--- src/rtl/i2c_target_rx.sv ---
// I2C target (slave) with a byte-wide write sink and read source.
// SCL/SDA are synchronized into clk, and every bus event is derived from the
// synchronized samples. A single FSM tracks the byte/ACK framing and drives
// the open-drain pull-down enable for ACK slots and read data.
//
// state      | meaning
// -----------+---------------------------------------------------------
// S_IDLE     | bus free or not yet seen a START; nothing driven
// S_ADDR     | shifting in the address byte after START
// S_ADDR_ACK | address matched; ACK slot (read also fetches first byte)
// S_WR_DATA  | shifting in a write data byte
// S_WR_ACK   | ACK slot after a write byte
// S_RD_DATA  | driving read data bits, MSB first
// S_RD_ACK   | SDA released, sampling the master's ACK/NACK
// S_IGNORE   | not addressed or read ended; wait for START/STOP
module i2c_target_rx #(
  parameter logic [6:0] SLV_ADDR = 7'h50
) (
  input  logic       clk,
  input  logic       rst,
  input  logic       scl,
  input  logic       sda_in,
  output logic       sda_oe,
  input  logic [7:0] i_rdata,
  output logic       o_rdata_req,
  output logic [7:0] o_wdata,
  output logic       o_wdata_dv,
  output logic       o_addr_match,
  output logic       o_start_det,
  output logic       o_stop_det,
  output logic       o_busy
);

  typedef enum logic [2:0] {
    S_IDLE, S_ADDR, S_ADDR_ACK, S_WR_DATA, S_WR_ACK, S_RD_DATA, S_RD_ACK, S_IGNORE
  } state_t;

  logic scl_meta_q, scl_sync_q, scl_hist_q;
  logic sda_meta_q, sda_sync_q, sda_hist_q;

  state_t     state_q;
  logic [2:0] bit_cnt_q;
  logic [7:0] shift_q;
  logic [7:0] tx_q;
  logic       rw_q;
  logic       ack_phase_q;
  logic       first_bit_q;
  logic       sda_oe_q;
  logic       rdata_req_q;
  logic [7:0] wdata_q;
  logic       wdata_dv_q;
  logic       addr_match_q;
  logic       start_det_q;
  logic       stop_det_q;
  logic       busy_q;

  logic       scl_high, scl_rise, scl_fall, start_ev, stop_ev;
  logic [7:0] rx_byte_d;
  logic       addr_hit;

  // Two-flop synchronizers followed by one edge-history flop per line.
  always_ff @(posedge clk) begin
    if (rst) begin
      scl_meta_q <= 1'b1;
      scl_sync_q <= 1'b1;
      scl_hist_q <= 1'b1;
      sda_meta_q <= 1'b1;
      sda_sync_q <= 1'b1;
      sda_hist_q <= 1'b1;
    end else begin
      scl_meta_q <= scl;
      scl_sync_q <= scl_meta_q;
      scl_hist_q <= scl_sync_q;
      sda_meta_q <= sda_in;
      sda_sync_q <= sda_meta_q;
      sda_hist_q <= sda_sync_q;
    end
  end

  assign scl_high  = scl_sync_q & scl_hist_q;
  assign scl_rise  = scl_sync_q & ~scl_hist_q;
  assign scl_fall  = ~scl_sync_q & scl_hist_q;
  assign start_ev  = scl_high & sda_hist_q & ~sda_sync_q;
  assign stop_ev   = scl_high & ~sda_hist_q & sda_sync_q;
  assign rx_byte_d = {shift_q[6:0], sda_sync_q};
  // General call and the 10-bit prefix never match, even if SLV_ADDR is set to one.
  assign addr_hit  = (rx_byte_d[7:1] == SLV_ADDR) && (rx_byte_d[7:1] != 7'h00) &&
                     (rx_byte_d[7:3] != 5'b11110);

  // Protocol FSM; START/STOP override any bit activity in the same cycle.
  always_ff @(posedge clk) begin
    if (rst) begin
      state_q      <= S_IDLE;
      bit_cnt_q    <= 3'd0;
      shift_q      <= 8'h00;
      tx_q         <= 8'h00;
      rw_q         <= 1'b0;
      ack_phase_q  <= 1'b0;
      first_bit_q  <= 1'b0;
      sda_oe_q     <= 1'b0;
      rdata_req_q  <= 1'b0;
      wdata_q      <= 8'h00;
      wdata_dv_q   <= 1'b0;
      addr_match_q <= 1'b0;
      start_det_q  <= 1'b0;
      stop_det_q   <= 1'b0;
      busy_q       <= 1'b0;
    end else begin
      start_det_q <= 1'b0;
      stop_det_q  <= 1'b0;
      wdata_dv_q  <= 1'b0;
      rdata_req_q <= 1'b0;
      if (start_ev) begin
        state_q      <= S_ADDR;
        bit_cnt_q    <= 3'd0;
        shift_q      <= 8'h00;
        sda_oe_q     <= 1'b0;
        ack_phase_q  <= 1'b0;
        first_bit_q  <= 1'b0;
        addr_match_q <= 1'b0;
        busy_q       <= 1'b1;
        start_det_q  <= 1'b1;
      end else if (stop_ev) begin
        state_q      <= S_IDLE;
        sda_oe_q     <= 1'b0;
        addr_match_q <= 1'b0;
        busy_q       <= 1'b0;
        stop_det_q   <= 1'b1;
      end else begin
        case (state_q)
          S_ADDR: begin
            if (scl_rise) begin
              shift_q   <= rx_byte_d;
              bit_cnt_q <= bit_cnt_q + 3'd1;
              if (bit_cnt_q == 3'd7) begin
                if (addr_hit) begin
                  state_q      <= S_ADDR_ACK;
                  rw_q         <= rx_byte_d[0];
                  addr_match_q <= 1'b1;
                  ack_phase_q  <= 1'b0;
                  rdata_req_q  <= rx_byte_d[0];
                end else begin
                  state_q <= S_IGNORE;
                end
              end
            end
          end
          S_ADDR_ACK: begin
            if (scl_fall) begin
              if (!ack_phase_q) begin
                sda_oe_q    <= 1'b1;
                ack_phase_q <= 1'b1;
              end else begin
                ack_phase_q <= 1'b0;
                shift_q     <= 8'h00;
                if (rw_q) begin
                  // The ACK-release edge is also the edge that presents the first read bit.
                  state_q     <= S_RD_DATA;
                  sda_oe_q    <= ~tx_q[7];
                  tx_q        <= {tx_q[6:0], 1'b0};
                  bit_cnt_q   <= 3'd1;
                  first_bit_q <= 1'b0;
                end else begin
                  state_q   <= S_WR_DATA;
                  sda_oe_q  <= 1'b0;
                  bit_cnt_q <= 3'd0;
                end
              end
            end
          end
          S_WR_DATA: begin
            if (scl_rise) begin
              shift_q   <= rx_byte_d;
              bit_cnt_q <= bit_cnt_q + 3'd1;
              if (bit_cnt_q == 3'd7) begin
                wdata_q     <= rx_byte_d;
                wdata_dv_q  <= 1'b1;
                state_q     <= S_WR_ACK;
                ack_phase_q <= 1'b0;
              end
            end
          end
          S_WR_ACK: begin
            if (scl_fall) begin
              if (!ack_phase_q) begin
                sda_oe_q    <= 1'b1;
                ack_phase_q <= 1'b1;
              end else begin
                sda_oe_q    <= 1'b0;
                ack_phase_q <= 1'b0;
                state_q     <= S_WR_DATA;
                bit_cnt_q   <= 3'd0;
                shift_q     <= 8'h00;
              end
            end
          end
          S_RD_DATA: begin
            if (scl_fall) begin
              // Count wraps to 0 once all eight bits are out; the next fall releases SDA.
              if (first_bit_q || (bit_cnt_q != 3'd0)) begin
                sda_oe_q    <= ~tx_q[7];
                tx_q        <= {tx_q[6:0], 1'b0};
                bit_cnt_q   <= bit_cnt_q + 3'd1;
                first_bit_q <= 1'b0;
              end else begin
                sda_oe_q <= 1'b0;
                state_q  <= S_RD_ACK;
              end
            end
          end
          S_RD_ACK: begin
            if (scl_rise) begin
              if (!sda_sync_q) begin
                rdata_req_q <= 1'b1;
                state_q     <= S_RD_DATA;
                bit_cnt_q   <= 3'd0;
                first_bit_q <= 1'b1;
              end else begin
                state_q <= S_IGNORE;
              end
            end
          end
          default: begin
            sda_oe_q <= 1'b0;
          end
        endcase
        // Read data is taken in the cycle the request pulse is visible.
        if (rdata_req_q) begin
          tx_q <= i_rdata;
        end
      end
    end
  end

  assign sda_oe       = sda_oe_q;
  assign o_rdata_req  = rdata_req_q;
  assign o_wdata      = wdata_q;
  assign o_wdata_dv   = wdata_dv_q;
  assign o_addr_match = addr_match_q;
  assign o_start_det  = start_det_q;
  assign o_stop_det   = stop_det_q;
  assign o_busy       = busy_q;

endmodule

--- config.mk ---
export PLATFORM = sky130hd
export DESIGN_NAME = i2c_target_rx
export DESIGN_NICKNAME = d
export VERILOG_FILES = /design/src/rtl/i2c_target_rx.sv
export SDC_FILE = /design/constraint.sdc
export NUM_CORES = 1
export LEC_CHECK = 0
export CAP_MARGIN = 25
export CORE_MARGIN = 8
export CORE_UTILIZATION = 38
export CTS_CLUSTER_DIAMETER = 120
export DETAILED_ROUTE_END_ITERATION = 8
export GPL_ROUTABILITY_DRIVEN = 0
export PLACE_DENSITY_LB_ADDON = 0.3
export SETUP_SLACK_MARGIN = 0.3
export SYNTH_ARGS = -nofsm -noshare
export SYNTH_HDL_FRONTEND = slang
export SYNTH_SLANG_ARGS = --single-unit
--- constraint.sdc ---
create_clock -name clk -period 2.25 [get_ports clk]
set_input_delay 0.225 -clock clk [delete_from_list [all_inputs] [get_ports clk]]
set_output_delay 0.225 -clock clk [all_outputs]
set_load 0.005 [all_outputs]
==> report_table.html <==
<table>
<tr><th>Metric</th><th>Value</th></tr>
<tr><th colspan="2">Placement</th></tr>
<tr><td>Worst Setup Slack post-DPL</td><td>0.191 ns</td></tr>
<tr><td>HPWL after DPL</td><td>3780 microns</td></tr>
<tr><td>Dpl cell area</td><td>2670 sq um</td></tr>
<tr><td>Cell count after placement</td><td>347</td></tr>
<tr><td>IO buf count</td><td>26</td></tr>
<tr><th colspan="2">Power</th></tr>
<tr><td>Power Dens Cells</td><td>887 nW/um^2</td></tr>
<tr><td>Static power due to leakage</td><td>1.04 nW</td></tr>
<tr><td>Fraction of power consumed by sequential logic</td><td>38.7%</td></tr>
<tr><td>Worst voltage drop across the vdd grid</td><td>0.000443 V</td></tr>
<tr><td>Share of total power in combinational logic</td><td>36.4%</td></tr>
<tr><td>Portion of total power attributed to the clock network</td><td>25.0%</td></tr>
<tr><td>Switching power</td><td>0.903 mW</td></tr>
<tr><td>Proportion of total power due to net switching</td><td>36.0%</td></tr>
<tr><td>Cell internal power dissipation</td><td>1.60 mW</td></tr>
<tr><th colspan="2">Clock network</th></tr>
<tr><td>Max Root-Sink Buffers</td><td>2</td></tr>
<tr><td>Master cell of the clock root buffer</td><td>sky130_fd_sc_hd__clkbuf_8</td></tr>
<tr><td>Clock insertion delay at the later pin of the skew report</td><td>0.30 ns</td></tr>
<tr><td>Clock-pin transition on the worst setup and hold timing paths</td><td>0.09 ns</td></tr>
<tr><td>Number of H-tree levels</td><td>2</td></tr>
<tr><td>TritonCTS clock tree</td><td>done</td></tr>
<tr><td>Total clock sinks</td><td>45</td></tr>
<tr><td>CTS Buf Count</td><td>5</td></tr>
<tr><th colspan="2">Floorplan</th></tr>
<tr><td>Num rows</td><td>28</td></tr>
<tr><td>Top-Level Pins</td><td>27</td></tr>
<tr><td>Initial core utilization</td><td>39.6%</td></tr>
<tr><td>Die outline area</td><td>8980 sq um</td></tr>
<tr><td>Placeable core area</td><td>5960 sq um</td></tr>
<tr><td>Die height</td><td>94.8 microns</td></tr>
<tr><td>Chip Width</td><td>94.8 microns</td></tr>
<tr><th colspan="2">STA</th></tr>
<tr><td>Hold Worst Slack</td><td>0.416 ns</td></tr>
<tr><td>Max Freq</td><td>545 MHz</td></tr>
<tr><td>Relative max-transition margin</td><td>71.6%</td></tr>
<tr><td>PnR worst setup slack</td><td>0.414 ns</td></tr>
<tr><td>Slew of the pin with the lowest slew margin</td><td>0.426 ns</td></tr>
<tr><td>Total Negative Setup Slacks</td><td>0 ns</td></tr>
<tr><td>Clock skew</td><td>0.0101 ns</td></tr>
<tr><td>Time the worst path needs with I/O delays and setup</td><td>1.84 ns</td></tr>
<tr><td>Hold Fails Final Rpt</td><td>0</td></tr>
<tr><td>Setup repair after global routing missed its margin</td><td>false</td></tr>
<tr><td>Setup-violating endpoint count in the final report</td><td>0</td></tr>
<tr><td>Number of max-slew violations in the final report</td><td>0</td></tr>
<tr><td>Share of the clock period used by the worst path</td><td>81.6%</td></tr>
<tr><th colspan="2">Finish</th></tr>
<tr><td>Count of inserted antenna diode cells</td><td>0</td></tr>
<tr><td>Number of non-filler instances in the completed layout</td><td>356</td></tr>
<tr><td>Share of post-route cells with drive strength above 1</td><td>21.0%</td></tr>
<tr><td>Non-Filler Cell Area, Final</td><td>2830 sq um</td></tr>
<tr><td>Number of nets in the layout</td><td>295</td></tr>
<tr><td>Commonest cells after routing, fill and taps aside</td><td>sky130_fd_sc_hd__dfxtp_1 (39), sky130_fd_sc_hd__nor2_1 (29), sky130_fd_sc_hd__mux2i_1 (28), sky130_fd_sc_hd__nand2_1 (26), sky130_fd_sc_hd__clkdlybuf4s50_1 (26)</td></tr>
<tr><td>Area added between synthesis and finish</td><td>19.9%</td></tr>
<tr><td>Most common library cell in the layout ignoring fill and taps</td><td>sky130_fd_sc_hd__dfxtp_1</td></tr>
<tr><th colspan="2">Detailed routing</th></tr>
<tr><td>Via count</td><td>1,917</td></tr>
<tr><td>Remaining antenna violation count</td><td>0</td></tr>
<tr><td>WL per Instance</td><td>15.2 microns</td></tr>
<tr><td>Number of violations reported at the end of detailed-routing iteration 0</td><td>118</td></tr>
<tr><td>Routed Wire Length</td><td>5400 microns</td></tr>
<tr><td>Number of search-and-repair iterations in the first detailed-routing pass</td><td>4</td></tr>
<tr><td>Drt via density</td><td>5.38</td></tr>
<tr><td>DRC violations left</td><td>0</td></tr>
<tr><th colspan="2">Logic synthesis</th></tr>
<tr><td>Part of the Yosys area used for sequential elements</td><td>38.2%</td></tr>
<tr><td>Flip-flop and latch count after synthesis</td><td>45</td></tr>
<tr><td>Number of enable flip-flop cells after synthesis</td><td>0</td></tr>
<tr><td>Prevailing post-synth register cell</td><td>sky130_fd_sc_hd__dfxtp_1</td></tr>
<tr><td>Number of unique standard cell types used by synthesis</td><td>56</td></tr>
<tr><td>Synthesized instance count</td><td>256</td></tr>
<tr><td>Share of flip-flops with an asynchronous set or reset</td><td>0%</td></tr>
<tr><td>Netlist Area Pre-Place</td><td>2360 sq um</td></tr>
<tr><td>Net Count, Synth</td><td>271</td></tr>
<tr><td>Synth Area per Inst</td><td>9.21 sq um</td></tr>
<tr><td>Number of warning messages in the yosys log</td><td>0</td></tr>
<tr><th colspan="2">GRT</th></tr>
<tr><td>Aggregate global-route resource usage</td><td>12.7%</td></tr>
<tr><td>Number of global-route vias before repair</td><td>1,777</td></tr>
<tr><td>Global-route wire length before repair</td><td>9110 microns</td></tr>
<tr><td>Largest net degree at the start of global routing</td><td>36</td></tr>
<tr><td>Sum of overflow across all layers after global routing</td><td>0</td></tr>
<tr><td>Initial antenna violation count</td><td>0</td></tr>
<tr><th colspan="2">Setup path</th></tr>
<tr><td>Endpoint of the most critical register-to-register path</td><td>state_q[1]$_SDFFE_PP0P_</td></tr>
<tr><td>Launch point of the worst path</td><td>bit_cnt_q[0]$_SDFFE_PP0P_</td></tr>
<tr><td>Crit path DAT</td><td>2.04 ns</td></tr>
<tr><td>WS Path Type</td><td>reg2reg</td></tr>
<tr><td>Depth of the most critical reg-to-reg path</td><td>7</td></tr>
<tr><td>Beginning of the worst register-to-register path</td><td>bit_cnt_q[0]$_SDFFE_PP0P_</td></tr>
<tr><td>Critical Path End</td><td>state_q[1]$_SDFFE_PP0P_</td></tr>
<tr><td>Kind of capture point of the worst setup path</td><td>register</td></tr>
<tr><td>Register-to-register path setup slack</td><td>0.41 ns</td></tr>
<tr><td>Category of the worst setup path launch point</td><td>register</td></tr>
<tr><td>Endpoint required time on the critical path</td><td>2.45 ns</td></tr>
<tr><td>Maximum fanout count along the critical path</td><td>4</td></tr>
<tr><th colspan="2">Min path</th></tr>
<tr><td>Instance count along the most critical hold path</td><td>1</td></tr>
<tr><td>Type of the most critical hold path</td><td>reg2reg</td></tr>
<tr><th colspan="2">Status</th></tr>
<tr><td>Result of the run</td><td>completed</td></tr>
<tr><th colspan="2">Run</th></tr>
<tr><td>Max Cap Viol</td><td>0</td></tr>
</table>
critical path, cell delays in order (launching register included):
cell                        delay [ns]
sky130_fd_sc_hd__dfxtp_2          0.34
sky130_fd_sc_hd__ha_1             0.20
sky130_fd_sc_hd__ha_2             0.17
sky130_fd_sc_hd__and3b_2          0.21
sky130_fd_sc_hd__a221oi_2         0.24
sky130_fd_sc_hd__a211oi_2         0.11
sky130_fd_sc_hd__o311a_1          0.14
sky130_fd_sc_hd__a2111oi_2        0.33
per-stage QoR:
stage / power [mW] / utilization, %
4_1_cts: 2.47 / 46.8
3_3_place_gp: 1.84 / 44.9
6_report: 2.51 / 47.5
3_5_place_dp: 1.85 / 44.9
5_1_grt: 2.65 / 47.5
2_1_floorplan: 1.69 / -
cell usage after synthesis, types with 2 or more instances:
library cell / number / share of area, %
sky130_fd_sc_hd__dfxtp_1: 45 / 38
sky130_fd_sc_hd__nor2_1: 29 / 4.6
sky130_fd_sc_hd__mux2i_1: 28 / 12
sky130_fd_sc_hd__nand2_1: 26 / 4.1
sky130_fd_sc_hd__a21oi_1: 13 / 2.8
sky130_fd_sc_hd__a211oi_2: 8 / 4.2
sky130_fd_sc_hd__buf_2: 7 / 1.5
sky130_fd_sc_hd__inv_1: 6 / 0.96
sky130_fd_sc_hd__or2_2: 6 / 1.6
sky130_fd_sc_hd__clkbuf_1: 5 / 0.80
sky130_fd_sc_hd__nand2b_1: 5 / 1.3
sky130_fd_sc_hd__nand3_1: 5 / 1.1
sky130_fd_sc_hd__o21ai_0: 5 / 1.1
sky130_fd_sc_hd__nor2b_1: 4 / 1.1
sky130_fd_sc_hd__nor3_1: 4 / 0.85
sky130_fd_sc_hd__a31oi_1: 3 / 0.80
sky130_fd_sc_hd__buf_1: 3 / 0.48
sky130_fd_sc_hd__buf_6: 3 / 1.4
sky130_fd_sc_hd__ha_1: 3 / 1.6
sky130_fd_sc_hd__nand4b_1: 3 / 1.1
sky130_fd_sc_hd__a221oi_2: 2 / 1.3
sky130_fd_sc_hd__and2_1: 2 / 0.53
sky130_fd_sc_hd__and3_1: 2 / 0.53
sky130_fd_sc_hd__and3b_1: 2 / 0.74
sky130_fd_sc_hd__buf_4: 2 / 0.64
sky130_fd_sc_hd__nand4_1: 2 / 0.53
sky130_fd_sc_hd__nor3b_1: 2 / 0.64
sky130_fd_sc_hd__nor3b_2: 2 / 1.1
sky130_fd_sc_hd__o22ai_1: 2 / 0.53
worst min-delay path by stage:
stage / startpoint / end / slack [ns]
2_1_floorplan: scl / scl_meta_q$_SDFF_PP1_ / 0.33
3_3_place_gp: sda_meta_q$_SDFF_PP1_ / sda_sync_q$_SDFF_PP1_ / 0.39
3_5_place_dp: scl_meta_q$_SDFF_PP1_ / scl_sync_q$_SDFF_PP1_ / 0.40
4_1_cts: scl_meta_q$_SDFF_PP1_ / scl_sync_q$_SDFF_PP1_ / 0.42
5_1_grt: scl_meta_q$_SDFF_PP1_ / scl_sync_q$_SDFF_PP1_ / 0.44
6_report: scl_meta_q$_SDFF_PP1_ / scl_sync_q$_SDFF_PP1_ / 0.42
flip-flops by register name, summed over array words and instances (netlist names):
name and count:
scl_hist_q 1, sda_sync_q 1, o_rdata_req 1, o_start_det 1, first_bit_q 1, scl_sync_q 1, rw_q 1, scl_meta_q 1
tx_q 8, o_stop_det 1, o_addr_match 1, sda_oe 1, shift_q 7, o_busy 1, bit_cnt_q 3, sda_meta_q 1
ack_phase_q 1, sda_hist_q 1, o_wdata 8, o_wdata_dv 1, state_q 3
area by class of cell:
cell class,instances,area (sq um)
clock buffers,6,72.6
clock inverters,2,38.8
fillers,598,3130
inverters,6,22.5
multi-input cells,185,1350
flip-flops and latches,45,911
well taps,75,93.8
repair buffers,37,343
power by group through the flow:
stage | Combinational, mW | Clock [mW] | Sequential, mW
after detailed placement | 0.873 | 0 | 0.972
after CTS | 0.877 | 0.635 | 0.956
after global placement | 0.869 | 0 | 0.975
after global routing | 0.996 | 0.666 | 0.988
final | 0.911 | 0.626 | 0.969
after floorplan | 0.794 | 0 | 0.897
per-layer routing:
metal  routed length [microns]  up-vias  share of wire [%]  global-route usage [%]
met4                        63        0                1.2                    4.81
met1                      2580      910                 48                    17.0
met5                         0        -                  0                       0
li1                          -      958                  -                       -
met2                      2450       45                 45                    19.2
met3                       313        4                5.8                    2.86
kinds of logic after synthesis:
logic type / after synthesis / synth area share [%]
multiplexers: 29 / 12.4
AND/OR/NAND/NOR: 101 / 22.8
adder cells (fa/ha/maj): 4 / 2.02
buffers and inverters: 26 / 5.79
XOR/XNOR: 2 / 1.06
AO/OA/AOI/OAI: 49 / 17.7
flip-flops: 45 / 38.2
repair_timing:
item,in CTS,in global routing
hold buffers,0,0
pin swaps,0,3
endpoints found under the setup margin,13,15
setup buffers,0,1
resized for setup,2,14
No activity file was read; power rests on OpenSTA's default activity.
==> RTL change (config.mk and constraints unchanged) <==
Make the reset (`rst`) asynchronous in 2 clocked blocks.
--- a/src/rtl/i2c_target_rx.sv
+++ b/src/rtl/i2c_target_rx.sv
@@ -60,5 +60,5 @@
 
   // Two-flop synchronizers followed by one edge-history flop per line.
-  always_ff @(posedge clk) begin
+  always_ff @(posedge clk or posedge rst) begin
     if (rst) begin
       scl_meta_q <= 1'b1;
@@ -89,5 +89,5 @@
 
   // Protocol FSM; START/STOP override any bit activity in the same cycle.
-  always_ff @(posedge clk) begin
+  always_ff @(posedge clk or posedge rst) begin
     if (rst) begin
       state_q      <= S_IDLE;
Function: differs if rst is asserted again (counterexample within 4 cycles, from zero or initial values and one cycle with rst high); with rst held inactive, the same outputs for 10 cycles.
==> RTL change against the unedited design <==
- utilization rose by 0.67 points
- total power rose by 11%
- area after synthesis fell by 0.16%
- cell area rose by 1.4%
- routed wire length fell by 3.2%
- worst hold slack got worse by 140 ps
- sequential cell count did not move
- critical path depth did not move
- setup slack got worse by 48 ps
- clock power fell by 22%
- critical path type unchanged
- largest cell class unchanged
==> RTL change: results (changes against the unedited design) <==
internal reg-to-reg setup slack=370 ps (-50 ps); static leakage=0.001258 uW (+20%); drt first-iter violations=137 (+16%); Pwr Density=972.4 nW/um^2 (+9.7%); vias per cell=5.515 (+2.4%); FFs w/ async S/R, synth=1.000 (+1.000); Area Overhead vs Synth=21.80%; VDD IR max=526.2 uV (+19%); worst reg2reg startpoint=bit_cnt_q[0]$_DFFE_PP0P_; pre-CTS setup slack=264.0 ps (+73.02 ps); Detailed Route WL=5231 um (-3.2%); Synth area leaders=dfrtp_1 41%, dfstp_2 6.7%, mux2i_1 4.7%, mux2_2 4.3%, nand2_1 4.0%; dpl cell area=2746 um^2 (+2.8%); crit-path max cell delay=380 ps (+40 ps); Worst-Margin Slew=735.7 ps (+309.7 ps); Worst Hold Slack=278.0 ps (-137.6 ps); Clock Skew=5.049 ps (-5.068 ps); Nets=277 (-6.1%); Storage cell area=1136 um^2 (+25%); Cell Int Power=1732 uW (+8.1%); Synth cell types=60 (+7.1%); # clk buffers=7 (+1); # diodes=0 (unchanged); Main synth FF type=dfrtp_1; Hold/Removal Path Class=in2async; dpl hpwl=3858 um (+2.1%); sequential share of the synthesized area=0.4817 (+0.09949); synth cell count leaders=39 x dfrtp_1, 25 x nand2_1, 16 x a21oi_1; R2R Path End=state_q[1]$_DFFE_PP0P_; largest net degree at the start of global routing=27 (-25%); global-route wire length before repair=8859 um (-2.8%); syn_nets=241 (-11%); Max Freq=530.6 MHz (-2.6%); die area=8968 um^2 (-0.13%); Seq cells post-synth=45 (unchanged); Slowest cell on crit path=dfrtp_1; Cells after Synth=226 (-12%); multi-input gates=161 (-13%); fraction of power consumed by sequential logic=0.413 (+0.026); routed vias=1864 (-2.8%); R2R depth=7 (unchanged); number of fill cells in the layout=564 (-5.7%); vias in the first global route=1847 (+3.9%); Overall Global Routing Usage=0.1233 (-0.003203); Clock power frac=0.175 (-0.075); status=complete, no violations; non-clock buffer total of the final layout=40 (+8.1%); Inst Count DP=329 (-5.2%)
## RTL change: routing by layer
layer	vias to the layer above	routed length (um)	track usage
met5	-	0	0
met4	0	77	0.05332
met3	8	208	0.02698
met2	41	2430	0.1866
met1	916	2515	0.1658
li1	899	-	-
## RTL change: timing repair
item / 4_1_cts / 5_1_grt
buffers inserted: 0 / 1
setup endpoints to repair: 4 / 16
pin swaps: 1 / 3
cloned: 0 / 0
hold buffers: 0 / 0
gates resized for setup: 1 / 10
## RTL change: cell families after synthesis
kind of cell / Yosys count / share of synthesized area
AO/OA/AOI/OAI: 58 / 0.1770
AND/OR/NAND/NOR: 77 / 0.1786
XOR/XNOR: 1 / 0.003722
buffers and inverters: 20 / 0.04466
adder cells (fa/ha/maj): 5 / 0.02446
flip-flops: 45 / 0.4817
multiplexers: 20 / 0.08985
